### src/rtl/rtc_mtimer_pkg.sv
// Shared types and default widths for the multi-channel RTC timer.
package rtc_mtimer_pkg;
  localparam int RTC_MTIMER_CNT_W   = 17;
  localparam int RTC_MTIMER_PRESC_W = 10;

  typedef enum logic [1:0] {
    CH_IDLE = 2'd0,
    CH_RUN  = 2'd1,
    CH_DONE = 2'd2
  } ch_state_e;
endpackage

### src/rtl/rtc_mtimer_ch.sv
// One timer channel: IDLE/RUN/DONE FSM, up-counter, target compare and
// registered event pulse plus sticky pending flag.
module rtc_mtimer_ch
  import rtc_mtimer_pkg::*;
#(
  parameter int CNT_W = RTC_MTIMER_CNT_W
) (
  input  logic             clk_i,
  input  logic             rstn_i,
  input  logic             tick_i,
  input  logic             pause_i,
  input  logic             update_i,
  input  logic             enable_i,
  input  logic             retrig_i,
  input  logic [CNT_W-1:0] target_i,
  input  logic             event_clr_i,
  output logic [CNT_W-1:0] value_o,
  output logic             event_o,
  output logic             pending_o
);
  ch_state_e        state_q, state_d;
  logic [CNT_W-1:0] value_q, value_d, target_q, target_d, nxt;
  logic             retrig_q, retrig_d, expire;

  always_ff @(posedge clk_i or negedge rstn_i) begin
    if (!rstn_i) begin
      state_q   <= CH_IDLE;
      value_q   <= '0;
      target_q  <= '0;
      retrig_q  <= 1'b0;
      event_o   <= 1'b0;
      pending_o <= 1'b0;
    end else begin
      state_q   <= state_d;
      value_q   <= value_d;
      target_q  <= target_d;
      retrig_q  <= retrig_d;
      event_o   <= expire;
      // a coincident set beats the clear
      pending_o <= expire | (pending_o & ~event_clr_i);
    end
  end

  // target 0 falls out naturally: next >= 0 expires on the first tick
  always_comb begin
    state_d  = state_q;
    value_d  = value_q;
    target_d = target_q;
    retrig_d = retrig_q;
    expire   = 1'b0;
    nxt      = value_q + CNT_W'(1);
    if (update_i) begin
      target_d = target_i;
      retrig_d = retrig_i;
      value_d  = '0;
      state_d  = enable_i ? CH_RUN : CH_IDLE;
    end else begin
      case (state_q)
        CH_RUN: begin
          if (tick_i && !pause_i) begin
            if (nxt >= target_q) begin
              expire = 1'b1;
              if (retrig_q) begin
                value_d = '0;
              end else begin
                value_d = nxt;
                state_d = CH_DONE;
              end
            end else begin
              value_d = nxt;
            end
          end
        end
        default: ;
      endcase
    end
  end

  assign value_o = value_q;
endmodule

### src/rtl/rtc_multi_timer.sv
// Multi-channel RTC timer: shared prescaler tick feeding NUM_CH channels.
// Define RTC_MTIMER_PAUSE_EN to add the per-channel pause_i input.
module rtc_multi_timer
  import rtc_mtimer_pkg::*;
#(
  parameter int NUM_CH  = 4,
  parameter int CNT_W   = RTC_MTIMER_CNT_W,
  parameter int PRESC_W = RTC_MTIMER_PRESC_W
) (
  input  logic                    clk_i,
  input  logic                    rstn_i,
  input  logic [PRESC_W-1:0]      tick_div_i,
  input  logic [NUM_CH-1:0]       cfg_update_i,
  input  logic [NUM_CH-1:0]       cfg_enable_i,
  input  logic [NUM_CH-1:0]       cfg_retrig_i,
  input  logic [NUM_CH*CNT_W-1:0] cfg_target_i,
`ifdef RTC_MTIMER_PAUSE_EN
  input  logic [NUM_CH-1:0]       pause_i,
`endif
  output logic [NUM_CH*CNT_W-1:0] value_o,
  output logic [NUM_CH-1:0]       event_o,
  output logic [NUM_CH-1:0]       pending_o,
  input  logic [NUM_CH-1:0]       event_clr_i,
  output logic                    event_any_o
);
  logic [PRESC_W-1:0] presc_q;
  logic               tick;
  logic [NUM_CH-1:0]  pause_w;

`ifdef RTC_MTIMER_PAUSE_EN
  assign pause_w = pause_i;
`else
  assign pause_w = '0;
`endif

  // >= so a divider lowered below the running count wraps immediately
  assign tick = (presc_q >= tick_div_i);

  always_ff @(posedge clk_i or negedge rstn_i) begin
    if (!rstn_i) begin
      presc_q     <= '0;
      event_any_o <= 1'b0;
    end else begin
      presc_q     <= tick ? '0 : presc_q + PRESC_W'(1);
      event_any_o <= |pending_o;
    end
  end

  for (genvar k = 0; k < NUM_CH; k++) begin : g_ch
    rtc_mtimer_ch #(.CNT_W(CNT_W)) u_ch (
      .clk_i       (clk_i),
      .rstn_i      (rstn_i),
      .tick_i      (tick),
      .pause_i     (pause_w[k]),
      .update_i    (cfg_update_i[k]),
      .enable_i    (cfg_enable_i[k]),
      .retrig_i    (cfg_retrig_i[k]),
      .target_i    (cfg_target_i[k*CNT_W +: CNT_W]),
      .event_clr_i (event_clr_i[k]),
      .value_o     (value_o[k*CNT_W +: CNT_W]),
      .event_o     (event_o[k]),
      .pending_o   (pending_o[k])
    );
  end
endmodule

### config.mk
export PLATFORM = sky130hd
export DESIGN_NAME = rtc_multi_timer
export DESIGN_NICKNAME = d
export VERILOG_FILES = /design/src/rtl/rtc_mtimer_pkg.sv /design/src/rtl/rtc_mtimer_ch.sv /design/src/rtl/rtc_multi_timer.sv
export SDC_FILE = /design/constraint.sdc
export NUM_CORES = 1
export LEC_CHECK = 0
export CORE_ASPECT_RATIO = 0.5
export CORE_MARGIN = 1
export CORE_UTILIZATION = 49
export DETAILED_ROUTE_END_ITERATION = 8
export PLACE_DENSITY = 0.86
export SLEW_MARGIN = 25
export SYNTH_ARGS = -nofsm -noshare
export SYNTH_HDL_FRONTEND = slang
export SYNTH_SLANG_ARGS = --single-unit
export TNS_END_PERCENT = 5
### constraint.sdc
create_clock -name clk_i -period 3 [get_ports clk_i]
set_clock_uncertainty 0.05 [all_clocks]
set_input_delay 0.3 -clock clk_i [delete_from_list [all_inputs] [get_ports clk_i]]
set_output_delay 0.3 -clock clk_i [all_outputs]
set_load 0.01 [all_outputs]
# After elaboration in Yosys (flattened, before gate mapping)
# Index checks and enable logic that the tools add are counted.
# op_classes
add_sub_neg	5
n_mul	0
n_div	0
magnitude_cmp	5
eq_ne	8
shift	0
mux	61
n_bitwise	12
reduce_logical	21
# op_table
op	n
2-to-1 mux 17 bit	20
adder 17 x 1 -> 17 bit (second input constant)	4
greater-or-equal comparator 17 bit	4
2-to-1 mux 2 bit	20
nonzero test 2 bit	12
2-to-1 mux 1 bit	20
AND reduction 4 bit	4
adder 10 x 1 -> 10 bit (second input constant)	1
greater-or-equal comparator 10 bit	1
2-to-1 mux 10 bit	1
== test 2 x 1 -> 1 bit (second input constant)	4
!= test 2 bit (second input constant)	4
AND reduction 2 bit	4
bitwise AND 1 bit	4
inverter 1 bit	4
OR 1 bit	4
OR reduction 4 bit	1
# totals
regBits	167
latchBits	0
mem_bits_rw	0
mem_bits_ro	0
in_bits	96
word_cells	138
memories	0

# Logic depth before layout (Yosys ltp)
# depth
depth_word	7
mapped_depth	16
mapped_depth_nobuf	14

# Cells and area by module
# A second synthesis with hierarchy kept.
# hier_totals
cells_unflattened	1029
area_unflattened_um2	9858.2
# modules_own_cells
module	n_inst	cells_each	area_per_inst_um2
rtc_mtimer_ch at g_ch[0].u_ch ...	3	240	2279.7
rtc_mtimer_ch at g_ch[1].u_ch	1	232	2224.6
rtc_multi_timer	1	77	794.5

# Least setup slack after synthesis
# Ideal clock, no wire load.
# synth_timing
path_kind	flip-flop to flip-flop
from	reg g_ch[2].u_ch.value_q[0]
to	reg g_ch[2].u_ch.value_q[16]
setup_ns	0.078
arrival_ns	2.991
setup_slack_ns	-0.119
stages_incl_launch_ff	16
n_path_buf	1
period_less_slack_ns	3.119
path_cell_list	dfrtp_1 -> ha_1 -> nand2_1 -> nor3_1 -> and2_1 -> nand3_1 -> xnor2_1 -> ha_1 -> a21oi_1 -> o21ai_0 -> a21oi_1 -> nor2b_1 -> a31oi_1 -> buf_4 -> nand3_1 -> a21oi_1
# synth_between
elab_chain_len	6
word_cells_on_any_way	7
# synth_rtl
item	line	text
start, declared	rtc_mtimer_ch.sv:22	logic [CNT_W-1:0] value_q, value_d, target_q, target_d, nxt;
start signal, assigned	rtc_mtimer_ch.sv:35	value_q <= value_d;
adder 17 x 1 -> 17 bit *	rtc_mtimer_ch.sv:51	nxt = value_q + CNT_W'(1);
greater-or-equal comparator 17 bit / 2-to-1 mux 17 bit (equally long branches)	rtc_mtimer_ch.sv:61, rtc_mtimer_ch.sv:63	
2-to-1 mux 17 bit *	rtc_mtimer_ch.sv:61	if (nxt >= target_q) begin
2-to-1 mux 17 bit *	rtc_mtimer_ch.sv:60	if (tick_i && !pause_i) begin
2-to-1 mux 17 bit *	rtc_mtimer_ch.sv:58	case (state_q)
2-to-1 mux 17 bit *	rtc_mtimer_ch.sv:52	if (update_i) begin
# Mark *: on every way between the ends. The rest lies on a longest branch, timed or not. The select of a mux whose other input is x is not followed.
# A chain may end at the register's enable or synchronous reset.

# Worst setup path in the final report
# layout_timing
from	reg g_ch[3].u_ch.value_q[1]
to	reg g_ch[3].u_ch.value_q[0]
# layout_between
elab_chain_len	6
# layout_rtl
item	line
start, declared	rtc_mtimer_ch.sv:22
start signal, assigned	rtc_mtimer_ch.sv:35
adder 17 x 1 -> 17 bit	rtc_mtimer_ch.sv:51
greater-or-equal comparator 17 bit	rtc_mtimer_ch.sv:61
2-to-1 mux 17 bit	rtc_mtimer_ch.sv:61
2-to-1 mux 17 bit	rtc_mtimer_ch.sv:60
2-to-1 mux 17 bit	rtc_mtimer_ch.sv:58
2-to-1 mux 17 bit	rtc_mtimer_ch.sv:52
# No other way between the ends. The select of a mux whose other input is x is not followed.

==> flow_metrics.tcl <==
set metrics [dict create \
    max-slew-margin-rel_pct 50.9 \
    antenna_found_initial 0 \
    layout_common_cells "nand2_1, clkdlybuf4s50_1, dfrtp_1" \
    start_util_pct 50.4 \
    routabilityCongestion 0.933 \
    status "complete, but fails checks" \
    dp_slack_ns -0.126 \
    yosys_register_bits 167 \
    fillers 1432 \
    fin_crit_sh_pct 113 \
    wl_met2_um 14300 \
    setup_viol 38 \
    synthArstFlopShare_pct 100 \
    dr.max_layer_used "met4" \
    arrival_ns 3.70 \
    drt_iter0_markers 819 \
    post-dp-hpwl_um 19500 \
    power_density_nw_per_um2 445 \
    port_buffers 172 \
    cts_root_buf "clkbuf_16" \
    grt_max_degree 74 \
    core-area_sq_um 19600 \
    layout_commonest_cell "nand2_1" \
    grt_pass1_wl_um 44500 \
    numCtsBuffers 17 \
    grt_overflow 0 \
    grt_pass1_vias 9171 \
    drv_cap 0 \
    yosysWarnings 0 \
    cp_max_fo 5 \
    syn2layout_area_growth_pct 35.4 \
    max_freq_mhz 295 \
    finalHoldViolations 0 \
    p_leak_uw 0.00624 \
    clk_latency_ns 0.44 \
    worst_setup_path_end_kind "register" \
    track_usage_pct 27.1 \
    cts_tree "done" \
    syn_inst 1140 \
    synth_flop_cell "dfrtp_1" \
    num_io_pins 173 \
    die-area_sq_um 20800 \
    fin_ws_ns -0.388 \
    nets 1546 \
    dp_cells 1598 \
    ant_nets 0 \
    rsz0062_at_grt "yes" \
    wire_per_inst_um 17.4 \
    finalNonFillerCells 1646 \
    num_rows 36 \
    violations "negative setup slack" \
    hold_class "input port to register" \
    avgSynthCellArea_sq_um 8.68 \
    die_y_um 102 \
    vdd_drop_max_uv 397 \
    clk_pin_slew_ns 0.07 \
    cts_buffer_depth 2 \
    worstSetupPathType "register to register" \
    syn_area_sq_um 9900 \
    crit_required_ns 3.31 \
    drv_slew 0 \
    drt-vias-per-instance 5.67 \
    diodes 0 \
    period_needed_ns 3.39 \
    via_count 9338 \
    h-tree-depth 4 \
    wl_um 28700 \
    yosysSeqAreaShare_pct 42.2 \
    drt-met1-wl_um 11900 \
    synth_edf_count 0 \
    die_x_um 203 \
    drt_pre_antenna_iters 5 \
    startpoint_type "register" \
    rrSetupSlack_ns -0.39 \
    syn_nets 1319 \
    max_slew.worst_pin.slew_ns 0.734 \
    cts_sinks 167 \
    synthDistinctLibCells 57 \
    dr_wl_met3_um 1490 \
    route.detailed.drc 0 \
    drive_gt1_share_pct 14.9 \
]
## path summary, 6_finish.rpt
kind / start / end / depth (start not counted)
max reg2reg: g_ch[3].u_ch.value_o[1]$_DFFE_PN0P_ / g_ch[3].u_ch.value_o[0]$_DFFE_PN0P_ / 14
min: cfg_update_i[0] / g_ch[0].u_ch.state_q[1]$_DFFE_PN0P_ / 2
min reg2reg: presc_q[0]$_DFF_PN0_ / presc_q[0]$_DFF_PN0_ / 1
min in group asynchronous: rstn_i / g_ch[3].u_ch.target_q[6]$_DFFE_PN0P_ / 2
max in group asynchronous: rstn_i / g_ch[1].u_ch.value_o[6]$_DFFE_PN0P_ / 3
max: g_ch[3].u_ch.value_o[1]$_DFFE_PN0P_ / g_ch[3].u_ch.value_o[0]$_DFFE_PN0P_ / 14
## cell families after synthesis
group                      share of synthesized area (%)
and+or+nand+nor                                     19.9
AOI/OAI and AO/OA                                   14.4
DFF                                                 42.2
buffers and inverters                               6.54
adders and majority gates                           10.5
xor gates and xnor gates                            5.66
muxes                                              0.797
## where the power goes
group | switching (uW) | internal [uW]
Combinational | 546 | 438
Clock | 952 | 1500
Sequential | 111 | 2410
Total | 1610 | 4350
## critical path, stage by stage, from the launching register on
cell and delay (ns):
dfrtp_1 0.38, ha_2 0.20, nand4_1 0.18, nor2_2 0.24, nand3_4 0.17, nor2_4 0.18
xor2_1 0.25, ha_1 0.30, o21ai_1 0.12, o22ai_1 0.14, nor3_2 0.25, a21oi_2 0.11
o21a_1 0.23, or3_1 0.35, a21oi_2 0.16
## cell usage after synthesis (3+ instances only)
master / n / share of area [%]
a211oi_1: 6 / 0.46
a21o_1: 5 / 0.38
a21oi_1: 84 / 4.2
a22oi_1: 6 / 0.46
a31oi_1: 9 / 0.57
a41o_1: 3 / 0.30
a41oi_1: 3 / 0.27
and2_1: 11 / 0.70
and3_1: 15 / 0.95
buf_1: 3 / 0.11
buf_2: 12 / 0.61
buf_4: 12 / 0.91
clkbuf_1: 29 / 1.1
clkbuf_2: 4 / 0.20
dfrtp_1: 167 / 42
ha_1: 83 / 10
inv_1: 89 / 3.4
mux2_2: 7 / 0.80
nand2_1: 180 / 6.8
nand3_1: 73 / 3.7
nand4_1: 11 / 0.70
nor2_1: 53 / 2.0
nor2b_1: 19 / 1.2
nor3_1: 18 / 0.91
nor3b_1: 10 / 0.76
nor4_1: 6 / 0.38
o21ai_0: 108 / 5.5
o21ai_1: 3 / 0.15
o22ai_1: 3 / 0.19
o31ai_1: 5 / 0.38
or2_2: 3 / 0.19
or3_1: 4 / 0.25
xnor2_1: 32 / 2.8
xor2_1: 32 / 2.8
## sequential cells by signal, summed over array words and instances (netlist names)
signal               flops
presc_q                 10
g_ch.u_ch.state_q        8
g_ch.u_ch.retrig_q       4
g_ch.u_ch.pending_o      4
event_any_o              1
g_ch.u_ch.event_o        4
g_ch.u_ch.value_o       68
g_ch.u_ch.target_q      68
## per-stage QoR
stage	total power, uW	hold slack, ns	TNS (ns)	util (%)	cell area (sq um)
3_5_place_dp	3490	0.256	-1.05	62.9	12300
5_1_grt	6210	0.338	-16.01	68.2	13400
4_1_cts	5940	0.316	-0.103	66.7	13100
3_3_place_gp	3430	0.254	0	62.9	12300
2_1_floorplan	3060	-0.0456	-0.694	-	9900
6_report	5960	0.330	-6.48	68.2	13400
## final cells by class
cell class	instances	area (sq um)	share of cell area, %
clock buffer	20	447	3.33
clock inverter	12	199	1.48
inverter	89	334	2.49
multi-input combinational	822	5350	39.9
sequential	167	4180	31.2
tap	266	333	2.48
timing repair buffer	270	2560	19.1
## per-layer routing
layer | track usage [%] | vias to the layer above
met5 | 0 | -
met4 | 11.3 | 0
met3 | 5.07 | 75
met2 | 47.6 | 359
met1 | 33.3 | 4562
li1 | - | 4342
## what timing repair did
action	4_1_cts	5_1_grt
setup endpoints to repair	66	83
cloned	3	0
hold buffers	1	0
setup buffers	5	7
resized for setup	19	61
pin swaps	4	31
hold endpoints to repair	55	0
Power figures use the tool's default switching activity.
